[src/rtl/segasys1_sprcoll_ram.sv]
// segasys1_sprcoll_ram: 1024x1 sprite-collision store for the System 1 sprite path.
// Renderer events are buffered in a small FIFO and set bits; the CPU reads or clears
// single entries. A post-reset sweep zeroes the store. Define SPRCOLL_SUMMARY_EN to
// build the sticky coll_any summary register; otherwise coll_any is tied low.
module segasys1_sprcoll_ram #(
    parameter int unsigned FIFO_DEPTH = 4
) (
    input  logic       VCLKx4,
    input  logic       RESET_N,
    input  logic       sprcoll,
    input  logic [9:0] sprcoll_ad,
    input  logic       cpu_req,
    input  logic       cpu_wr,
    input  logic [9:0] cpu_ad,
    output logic       cpu_ack,
    output logic [7:0] cpu_rdt,
    output logic       busy,
    output logic       coll_any,
    input  logic       cpu_sum_clr
);

    localparam int unsigned AW        = 10;
    localparam int unsigned RAM_WORDS = 1024;
    localparam int unsigned FAW       = (FIFO_DEPTH > 1) ? $clog2(FIFO_DEPTH) : 1;
    localparam int unsigned CW        = FAW + 1;
    localparam logic [AW-1:0] LAST_ADDR = AW'(RAM_WORDS - 1);

    typedef enum logic [1:0] {
        ST_INIT = 2'd0,
        ST_IDLE = 2'd1,
        ST_ACK  = 2'd2
    } state_t;

    state_t         state_q;
    logic [AW-1:0]  sweep_q;
    logic           cpu_ack_q;
    logic [7:0]     cpu_rdt_q;
    logic           busy_q;

    logic [AW-1:0]  fifo_mem_q [FIFO_DEPTH];
    logic [FAW-1:0] wr_ptr_q;
    logic [FAW-1:0] rd_ptr_q;
    logic [CW-1:0]  count_q;
    logic [CW-1:0]  count_d;
    logic           ovf_q;

    logic           ram_q [RAM_WORDS];

    logic           fifo_empty_c;
    logic           fifo_full_c;
    logic           ev_valid_c;
    logic           pop_c;
    logic           push_c;
    logic           grant_c;
    logic           ram_we_c;
    logic [AW-1:0]  ram_wa_c;
    logic           ram_wd_c;

    // Arbitration of the single RAM port: sweep, then FIFO drain, then CPU clear.
    always_comb begin
        fifo_empty_c = 1'b0;
        fifo_full_c  = 1'b0;
        ev_valid_c   = 1'b0;
        pop_c        = 1'b0;
        push_c       = 1'b0;
        grant_c      = 1'b0;
        ram_we_c     = 1'b0;
        ram_wa_c     = sweep_q;
        ram_wd_c     = 1'b0;
        count_d      = count_q;

        fifo_empty_c = (count_q == '0);
        fifo_full_c  = (count_q == CW'(FIFO_DEPTH));
        ev_valid_c   = sprcoll && (state_q != ST_INIT);
        pop_c        = (state_q != ST_INIT) && !fifo_empty_c;
        // A pop in the same cycle frees a slot, so a full FIFO can still accept.
        push_c       = ev_valid_c && (!fifo_full_c || pop_c);
        grant_c      = (state_q == ST_IDLE) && fifo_empty_c && cpu_req;

        if (state_q == ST_INIT) begin
            ram_we_c = 1'b1;
            ram_wa_c = sweep_q;
            ram_wd_c = 1'b0;
        end else if (pop_c) begin
            ram_we_c = 1'b1;
            ram_wa_c = fifo_mem_q[rd_ptr_q];
            ram_wd_c = 1'b1;
        end else if (grant_c && cpu_wr) begin
            ram_we_c = 1'b1;
            ram_wa_c = cpu_ad;
            ram_wd_c = 1'b0;
        end

        count_d = count_q + CW'(push_c) - CW'(pop_c);
    end

    // Control FSM: sweep, idle/grant, ack; CPU-facing outputs are registered here.
    always_ff @(posedge VCLKx4 or negedge RESET_N) begin
        if (!RESET_N) begin
            state_q   <= ST_INIT;
            sweep_q   <= '0;
            cpu_ack_q <= 1'b0;
            cpu_rdt_q <= 8'hFF;
            busy_q    <= 1'b1;
        end else begin
            cpu_ack_q <= 1'b0;
            case (state_q)
                ST_INIT: begin
                    sweep_q <= sweep_q + AW'(1);
                    if (sweep_q == LAST_ADDR) begin
                        state_q <= ST_IDLE;
                        busy_q  <= 1'b0;
                    end
                end
                ST_IDLE: begin
                    if (grant_c) begin
                        state_q   <= ST_ACK;
                        cpu_ack_q <= 1'b1;
                        if (!cpu_wr) begin
                            cpu_rdt_q <= {7'h7F, ram_q[cpu_ad]};
                        end
                    end
                end
                ST_ACK: begin
                    state_q <= ST_IDLE;
                end
                default: begin
                    state_q <= ST_INIT;
                end
            endcase
        end
    end

    // Event FIFO pointers, occupancy and sticky overflow flag.
    always_ff @(posedge VCLKx4 or negedge RESET_N) begin
        if (!RESET_N) begin
            wr_ptr_q <= '0;
            rd_ptr_q <= '0;
            count_q  <= '0;
            ovf_q    <= 1'b0;
        end else begin
            if (push_c) begin
                wr_ptr_q <= wr_ptr_q + FAW'(1);
            end
            if (pop_c) begin
                rd_ptr_q <= rd_ptr_q + FAW'(1);
            end
            if (ev_valid_c && !push_c) begin
                ovf_q <= 1'b1;
            end
            count_q <= count_d;
        end
    end

    // Event FIFO storage; contents are qualified by count_q so need no reset.
    always_ff @(posedge VCLKx4) begin
        if (push_c) begin
            fifo_mem_q[wr_ptr_q] <= sprcoll_ad;
        end
    end

    // Collision store write port; cleared by the sweep rather than by reset.
    always_ff @(posedge VCLKx4) begin
        if (ram_we_c) begin
            ram_q[ram_wa_c] <= ram_wd_c;
        end
    end

`ifdef SPRCOLL_SUMMARY_EN
    logic coll_any_q;

    // Sticky summary: any accepted event sets it; a set beats a same-cycle clear.
    always_ff @(posedge VCLKx4 or negedge RESET_N) begin
        if (!RESET_N) begin
            coll_any_q <= 1'b0;
        end else if (push_c) begin
            coll_any_q <= 1'b1;
        end else if (cpu_sum_clr) begin
            coll_any_q <= 1'b0;
        end
    end

    assign coll_any = coll_any_q;

    // ovf is kept for debug visibility only; no port carries it.
    logic unused_c;
    assign unused_c = ovf_q;
`else
    assign coll_any = 1'b0;

    // ovf is debug-only and the summary clear has no register to act on.
    logic unused_c;
    assign unused_c = ^{ovf_q, cpu_sum_clr};
`endif

    assign cpu_ack = cpu_ack_q;
    assign cpu_rdt = cpu_rdt_q;
    assign busy    = busy_q;

endmodule

[config.mk]
export PLATFORM = sky130hd
export DESIGN_NAME = segasys1_sprcoll_ram
export DESIGN_NICKNAME = d
export VERILOG_FILES = /design/src/rtl/segasys1_sprcoll_ram.sv
export SDC_FILE = /design/constraint.sdc
export NUM_CORES = 2
export LEC_CHECK = 0
export BUFFER_PORTS_ARGS = -buffer_cell sky130_fd_sc_hd__buf_2
export CAP_MARGIN = 20
export CORE_ASPECT_RATIO = 0.9
export CORE_MARGIN = 10
export CORE_UTILIZATION = 33
export DETAILED_ROUTE_END_ITERATION = 7
export PLACE_DENSITY = 0.51
export SETUP_SLACK_MARGIN = 0.4
export SYNTH_ARGS = -nofsm -noshare
export SYNTH_HDL_FRONTEND = slang
export SYNTH_SLANG_ARGS = --single-unit
[constraint.sdc]
create_clock -name VCLKx4 -period 45.6 [get_ports VCLKx4]
set_input_delay 6.84 -clock VCLKx4 [delete_from_list [all_inputs] [get_ports VCLKx4]]
set_output_delay 6.84 -clock VCLKx4 [all_outputs]
set_load 0.02 [all_outputs]
# After elaboration in Yosys (flattened, before gate mapping)
# Memories as Yosys holds them, arrays and structs flattened. A register that Yosys moved wholly into a read port is not among the register bits.
# Cells that the tools add are included.
# word_totals
input_bits,26
n_memories,2
output_inout_bits,11
mem_bits_rw,1064
wordCells,54
reg_bits,21
# op_classes
n_eq_ne,6
bitwise_logic,1
n_reduce_logical,16
add_sub_neg,5
mux,17
# mem_list
name,words,width,read_ports,rd_clocked_by_memory_dff,write_ports,line,text
ram_q,1024,1,1,1,1,47,logic ram_q [RAM_WORDS];
fifo_mem_q,4,10,1,0,1,40,logic [AW-1:0] fifo_mem_q [FIFO_DEPTH];
# op_table
cell,n
10-bit two-way mux,3
1-bit two-way mux,11
"10-bit by 1-bit adder with 10-bit output, second input constant",1
"10-bit == test, second input constant",1
1-bit logical AND,6
2-bit case mux with 3 select lines,1
"2-bit by 1-bit adder with 2-bit output, second input constant",2
2-bit two-way mux,2
2-bit AND reduction,2
3-bit by 1-bit adder with 3-bit output,1
"3-bit == test, second input constant",1
1-bit zero test,3
3-bit zero test,1
3-bit AND reduction,1
3-bit by 1-bit subtractor with 3-bit output,1
"2-bit by 1-bit == test with 1-bit output, second input constant",1
"2-bit == test, second input constant",1
2-bit zero test,1
"2-bit by 1-bit inequality test with 1-bit output, second input constant",1
"2-bit inequality test, second input constant",1
2-bit nonzero test,1
1-bit logical OR,1
1-bit inverter,1

# Logic depth before layout (Yosys ltp)
# logic_depth
word_depth,9
mapped_depth,14
ltp_nobuf,8

# Worst setup path before layout
# Ideal clock, no wire load.
# synth_timing
path_kind,reg2reg
from,register state_q[0]
to,"memory ram_q[0], data pin"
period_less_slack_ns,29.188
path_buffers,1
slack_ns,16.412
required_ns,40.634
path_stages_with_launch,4
t_arrival_ns,24.221
setup_time_ns,4.966
cell_sequence,dfrtp_1 > nor2_2 > clkbuf_1 > nor2_1
# synth_via
elab_chain_cells,4
elab_cells_between_ends,5
classes_between,mux (2); reduce/logical (3)
# synth_lines
element,line,text
start: declaration,34,state_t state_q;
start signal: assignment,100,state_q <= ST_INIT;
start signal: assignment,111,state_q <= ST_IDLE;
start signal: assignment,117,state_q <= ST_ACK;
2-bit nonzero test,75,pop_c = (state_q != ST_INIT) && !fifo_empty_c;
1-bit logical AND,75,
1-bit two-way mux,84,end else if (pop_c) begin
1-bit two-way mux *,80,if (state_q == ST_INIT) begin
net ram_wd_c,57,logic ram_wd_c;
end: declaration,47,
# The timed path passes the listed nets; every way through them passes the cells marked *.

==> Flow_metrics.wiki <==
{| class="wikitable"
! Metric !! Value
|-
| Total power divided by cell area || 55.77 mW/mm^2
|-
| Post-Route Setup TNS || 0 ns
|-
| Cells on Worst Hold Path || 1
|-
| Period Utilization, post-route || 0.2242
|-
| Endpoint of the worst hold path || busy$_DFFE_PN1P_
|-
| Leakage component of the power || 16.14 nW
|-
| Top FF cell, synth || sky130_fd_sc_hd__edfxtp_1
|-
| Cells along the critical path || buf_8, buf_4, buf_12, mux4_2, mux4_2, nor2_1, a41oi_1, a31oi_1, a311oi_1, nor2_1, nand3_1
|-
| Reg-to-Reg End || ram_q[503]$_DFFE_PP_
|-
| #FFs+latches synth || 1086
|-
| Fraction of layout instances using a drive strength above 1 || 0.1688
|-
| Share of flip-flops with an asynchronous set or reset after synthesis || 0.02026
|-
| Pin count of the biggest net entering global routing || 254
|-
| Library cell used as clock root buffer || sky130_fd_sc_hd__clkbuf_16
|-
| Post-layout instance count excluding filler cells || 5225
|-
| First-pass GRT wire length || 199700 um
|-
| Ranking of synthesized cells by area || sky130_fd_sc_hd__edfxtp_1 (67%), sky130_fd_sc_hd__mux4_2 (11%), sky130_fd_sc_hd__nor2_1 (8.4%), sky130_fd_sc_hd__mux2i_1 (2.5%), sky130_fd_sc_hd__clkbuf_1 (1.1%)
|-
| Die Outline Area || 0.1591 mm^2
|-
| GRT Residual Overflow || 0
|-
| Worst relative slew slack || 0.1891
|-
| Post-detailed-route via-to-cell ratio || 5.388
|-
| Mapped Cells || 3332
|-
| Crit path buffers/inverters || 3
|-
| Cell at the slowest stage of the critical path || sky130_fd_sc_hd__buf_4
|-
| Slowest Stage Delay on Critical Path || 0.64 ns
|-
| Critical path fanouts, max || 87
|-
| Yosys cell types || 73
|-
| Number of DRC violations after detailed routing || 0
|-
| Clock latency on the worst-skew pair || 0.73 ns
|-
| Number of instances resized during post-cts repair || 0
|-
| Number of post-CTS setup repair buffers || 0
|-
| Number of synthesized flops with an enable pin || 1064
|-
| Setup repair after global routing missed its margin || false
|-
| Top-level I/O count || 37
|-
| Number of nets with antenna violations after detailed routing || 0
|-
| Beginning of the worst register-to-register path || count_q[1]$_DFF_PN0_
|-
| WP data required || 46.25 ns
|-
| Wire length after detailed routing || 139900 um
|-
| Hold path startpoint || busy$_DFFE_PN1P_
|-
| CTS hold repair buffers || 0
|-
| Maximum clock skew at final layout || 0.03614 ns
|-
| Run status || complete, no violations
|-
| Number of buffers on the longest clock path || 3
|-
| Kind of cell with the highest combined delay on the critical path || buffers and inverters
|-
| Vias in the first global route || 27787
|-
| WL/cell || 26.77 um
|-
| Top-area cell type share of the netlist area || 0.6748
|-
| HPWL after DPL || 71820 um
|-
| Type of the most critical hold path || flop to flop
|-
| Initial cell density of the core || 0.3332
|-
| Count of input and output buffers || 27
|-
| Clock tree from TritonCTS || yes
|-
| WS Path Type || input pin to flop
|-
| Cell count after placement || 4998
|-
| Number of design-rule violations left by the first detailed-router iteration || 3196
|-
| Clk slew on worst S/H paths || 0.06 ns
|-
| Count of final setup violators || 0
|-
| Maximum frequency from static timing analysis || 97.80 MHz
|-
| Slack of the worst reg-to-reg path || 41.00 ns
|-
| TritonCTS buffer count || 114
|-
| Aggregate global-route resource usage || 0.1727
|-
| Die Span X || 419.3 um
|-
| Core area || 0.1421 mm^2
|-
| Sinks on Clock Net || 1086
|-
| Area Growth Syn to Fin || 12.83%
|-
| Maximum capacitance violations || 0
|-
| Worst Max-Slew Pin Slew || 1.215 ns
|-
| Startpoint type of the worst setup path || input pin
|-
| Final hold violation count || 0
|-
| CTS HTree Levels || 3
|-
| Final min period || 10.23 ns
|-
| Endpoint type of the worst setup path || flop
|-
| Max-slew violations || 0
|-
| Standard-cell row count || 131
|-
| Number of warnings printed during yosys synthesis || 0
|-
| VDD IR-drop max || 75.97 uV
|-
| FF-to-FF path depth || 8
|-
| Final weighted congestion of routability-driven global placement || 0.7520
|-
| Number of vias in the routed layout || 28152
|-
| Antenna violations before repair || 2
|-
| Sequential cell area fraction in the yosys report || 0.6865
|-
| First-pass iteration count of the detailed router || 5
|-
| Total Nets Final || 3310
|-
| Synth Cell Area || 0.04735 mm^2
|-
| Die outline height || 379.4 um
|-
| Synth area leader || sky130_fd_sc_hd__edfxtp_1
|-
| Average instance area after synthesis || 14.21 um^2
|-
| Worst endpoint data arrival time || 10.87 ns
|}
[placed cells by master (no fill, tap or decap), types with 21 or more instances in the layout]
| cell | instances |
|---|---|
| sky130_fd_sc_hd__a21oi_1 | 25 |
| sky130_fd_sc_hd__a22oi_1 | 40 |
| sky130_fd_sc_hd__buf_16 | 21 |
| sky130_fd_sc_hd__buf_2 | 24 |
| sky130_fd_sc_hd__buf_4 | 79 |
| sky130_fd_sc_hd__clkbuf_1 | 25 |
| sky130_fd_sc_hd__clkbuf_16 | 115 |
| sky130_fd_sc_hd__clkinv_1 | 31 |
| sky130_fd_sc_hd__edfxtp_1 | 1064 |
| sky130_fd_sc_hd__mux2i_1 | 116 |
| sky130_fd_sc_hd__mux4_2 | 223 |
| sky130_fd_sc_hd__nand2_1 | 122 |
| sky130_fd_sc_hd__nand3_1 | 27 |
| sky130_fd_sc_hd__nand3_2 | 25 |
| sky130_fd_sc_hd__nor2_1 | 1060 |
| sky130_fd_sc_hd__o221ai_1 | 26 |
[state kept, by name (all words and copies together) (netlist names), 2 cells and up]
signal	count
wr_ptr_q	2
state_q	2
count_q	3
ram_q	1024
rd_ptr_q	2
sweep_q	10
fifo_mem_q	40
[layer usage]
metal  part of all wire  vias to the layer above  global-route usage
li1                   -                    12142                   -
met5                  0                        -                   0
met3              0.078                      205             0.04155
met4              0.026                        0             0.04597
met2               0.46                      991              0.2763
met1               0.43                    14814              0.2351
[per-stage QoR]
stage | total power, mW | worst slack [ns] | util | area, um^2 | hold WS, ns
4_1_cts | 2.963 | 35.05 | 0.3717 | 52820 | 0.4560
3_3_place_gp | 2.080 | 34.23 | 0.3475 | 49380 | 0.4457
6_report | 2.980 | 35.38 | 0.3759 | 53430 | 0.4533
5_1_grt | 3.084 | 35.16 | 0.3759 | 53420 | 0.4644
3_5_place_dp | 2.091 | 34.25 | 0.3477 | 49410 | 0.4473
2_1_floorplan | 1.989 | 16.41 | - | 47370 | 0.4675
[synth_stat cells (16+ instances only)]
cell type and instances:
sky130_fd_sc_hd__nor2_1 1062, sky130_fd_sc_hd__buf_2 52, sky130_fd_sc_hd__mux4_2 223, sky130_fd_sc_hd__nand2_1 131, sky130_fd_sc_hd__o221ai_1 26, sky130_fd_sc_hd__dfrtp_1 20, sky130_fd_sc_hd__o22ai_1 17, sky130_fd_sc_hd__a22oi_1 40
sky130_fd_sc_hd__buf_4 31, sky130_fd_sc_hd__nand3_1 51, sky130_fd_sc_hd__nor2b_1 19, sky130_fd_sc_hd__clkbuf_1 141, sky130_fd_sc_hd__edfxtp_1 1064, sky130_fd_sc_hd__mux2i_1 116, sky130_fd_sc_hd__nor3_1 16, sky130_fd_sc_hd__a21oi_1 25
sky130_fd_sc_hd__buf_1 86, sky130_fd_sc_hd__nand4_1 18
[worst max path at each step]
| stage | from | to | slack, ns | cells past startpoint |
|---|---|---|---|---|
| floorplan | state_q[0]$_DFFE_PN0P_ | ram_q[0]$_DFFE_PP_ | 16.41 | 3 |
| global placement | cpu_ad[0] | cpu_rdt[0]$_DFFE_PN1P_ | 34.23 | 10 |
| detailed placement | cpu_ad[0] | cpu_rdt[0]$_DFFE_PN1P_ | 34.25 | 10 |
| CTS | cpu_ad[0] | cpu_rdt[0]$_DFFE_PN1P_ | 35.05 | 10 |
| global route | cpu_ad[0] | cpu_rdt[0]$_DFFE_PN1P_ | 35.16 | 11 |
| finish | cpu_ad[0] | cpu_rdt[0]$_DFFE_PN1P_ | 35.38 | 11 |
[report_power, final]
group	internal, mW	leakage (nW)	switching (mW)
combinational	0.149	4.60	0.621
sequential	1.32	9.89	0.0156
clock	0.492	1.66	0.383
total	1.96	16.1	1.02
[worst reg2reg max path: stages, from the launching register on]
cell and delay (ns):
sky130_fd_sc_hd__dfrtp_1 0.42, sky130_fd_sc_hd__nor3_4 0.62, sky130_fd_sc_hd__nand3_2 0.36, sky130_fd_sc_hd__o21ai_1 0.40
sky130_fd_sc_hd__o22ai_1 0.30, sky130_fd_sc_hd__nor2_2 1.03, sky130_fd_sc_hd__nand2_1 0.67, sky130_fd_sc_hd__buf_16 0.37
sky130_fd_sc_hd__nor2_1 0.13
[area by class of cell]
cell class / count / area (um^2)
tap: 1862 / 2330
clock inverter: 56 / 390.4
clock buffer: 144 / 3027
multi-input combinational: 1924 / 13620
timing repair buffer: 135 / 1491
inverter: 15 / 56.30
sequential: 1086 / 32500
fill: 13494 / 88680
antenna: 3 / 7.507
[cells by family (layout without fill, tap and decap cells)]
family | Yosys count | after routing | synth area share
simple gates | 1355 | 1355 | 0.1151
flops | 1086 | 1086 | 0.6865
mux | 350 | 350 | 0.1332
buf+inv | 328 | 350 | 0.03031
compound gates | 189 | 189 | 0.02986
xor+xnor | 14 | 14 | 0.002590
fa+ha+maj | 8 | 8 | 0.002273
other cells | 2 | 11 | 0.0001586
No activity file was read; power rests on OpenSTA's default activity.
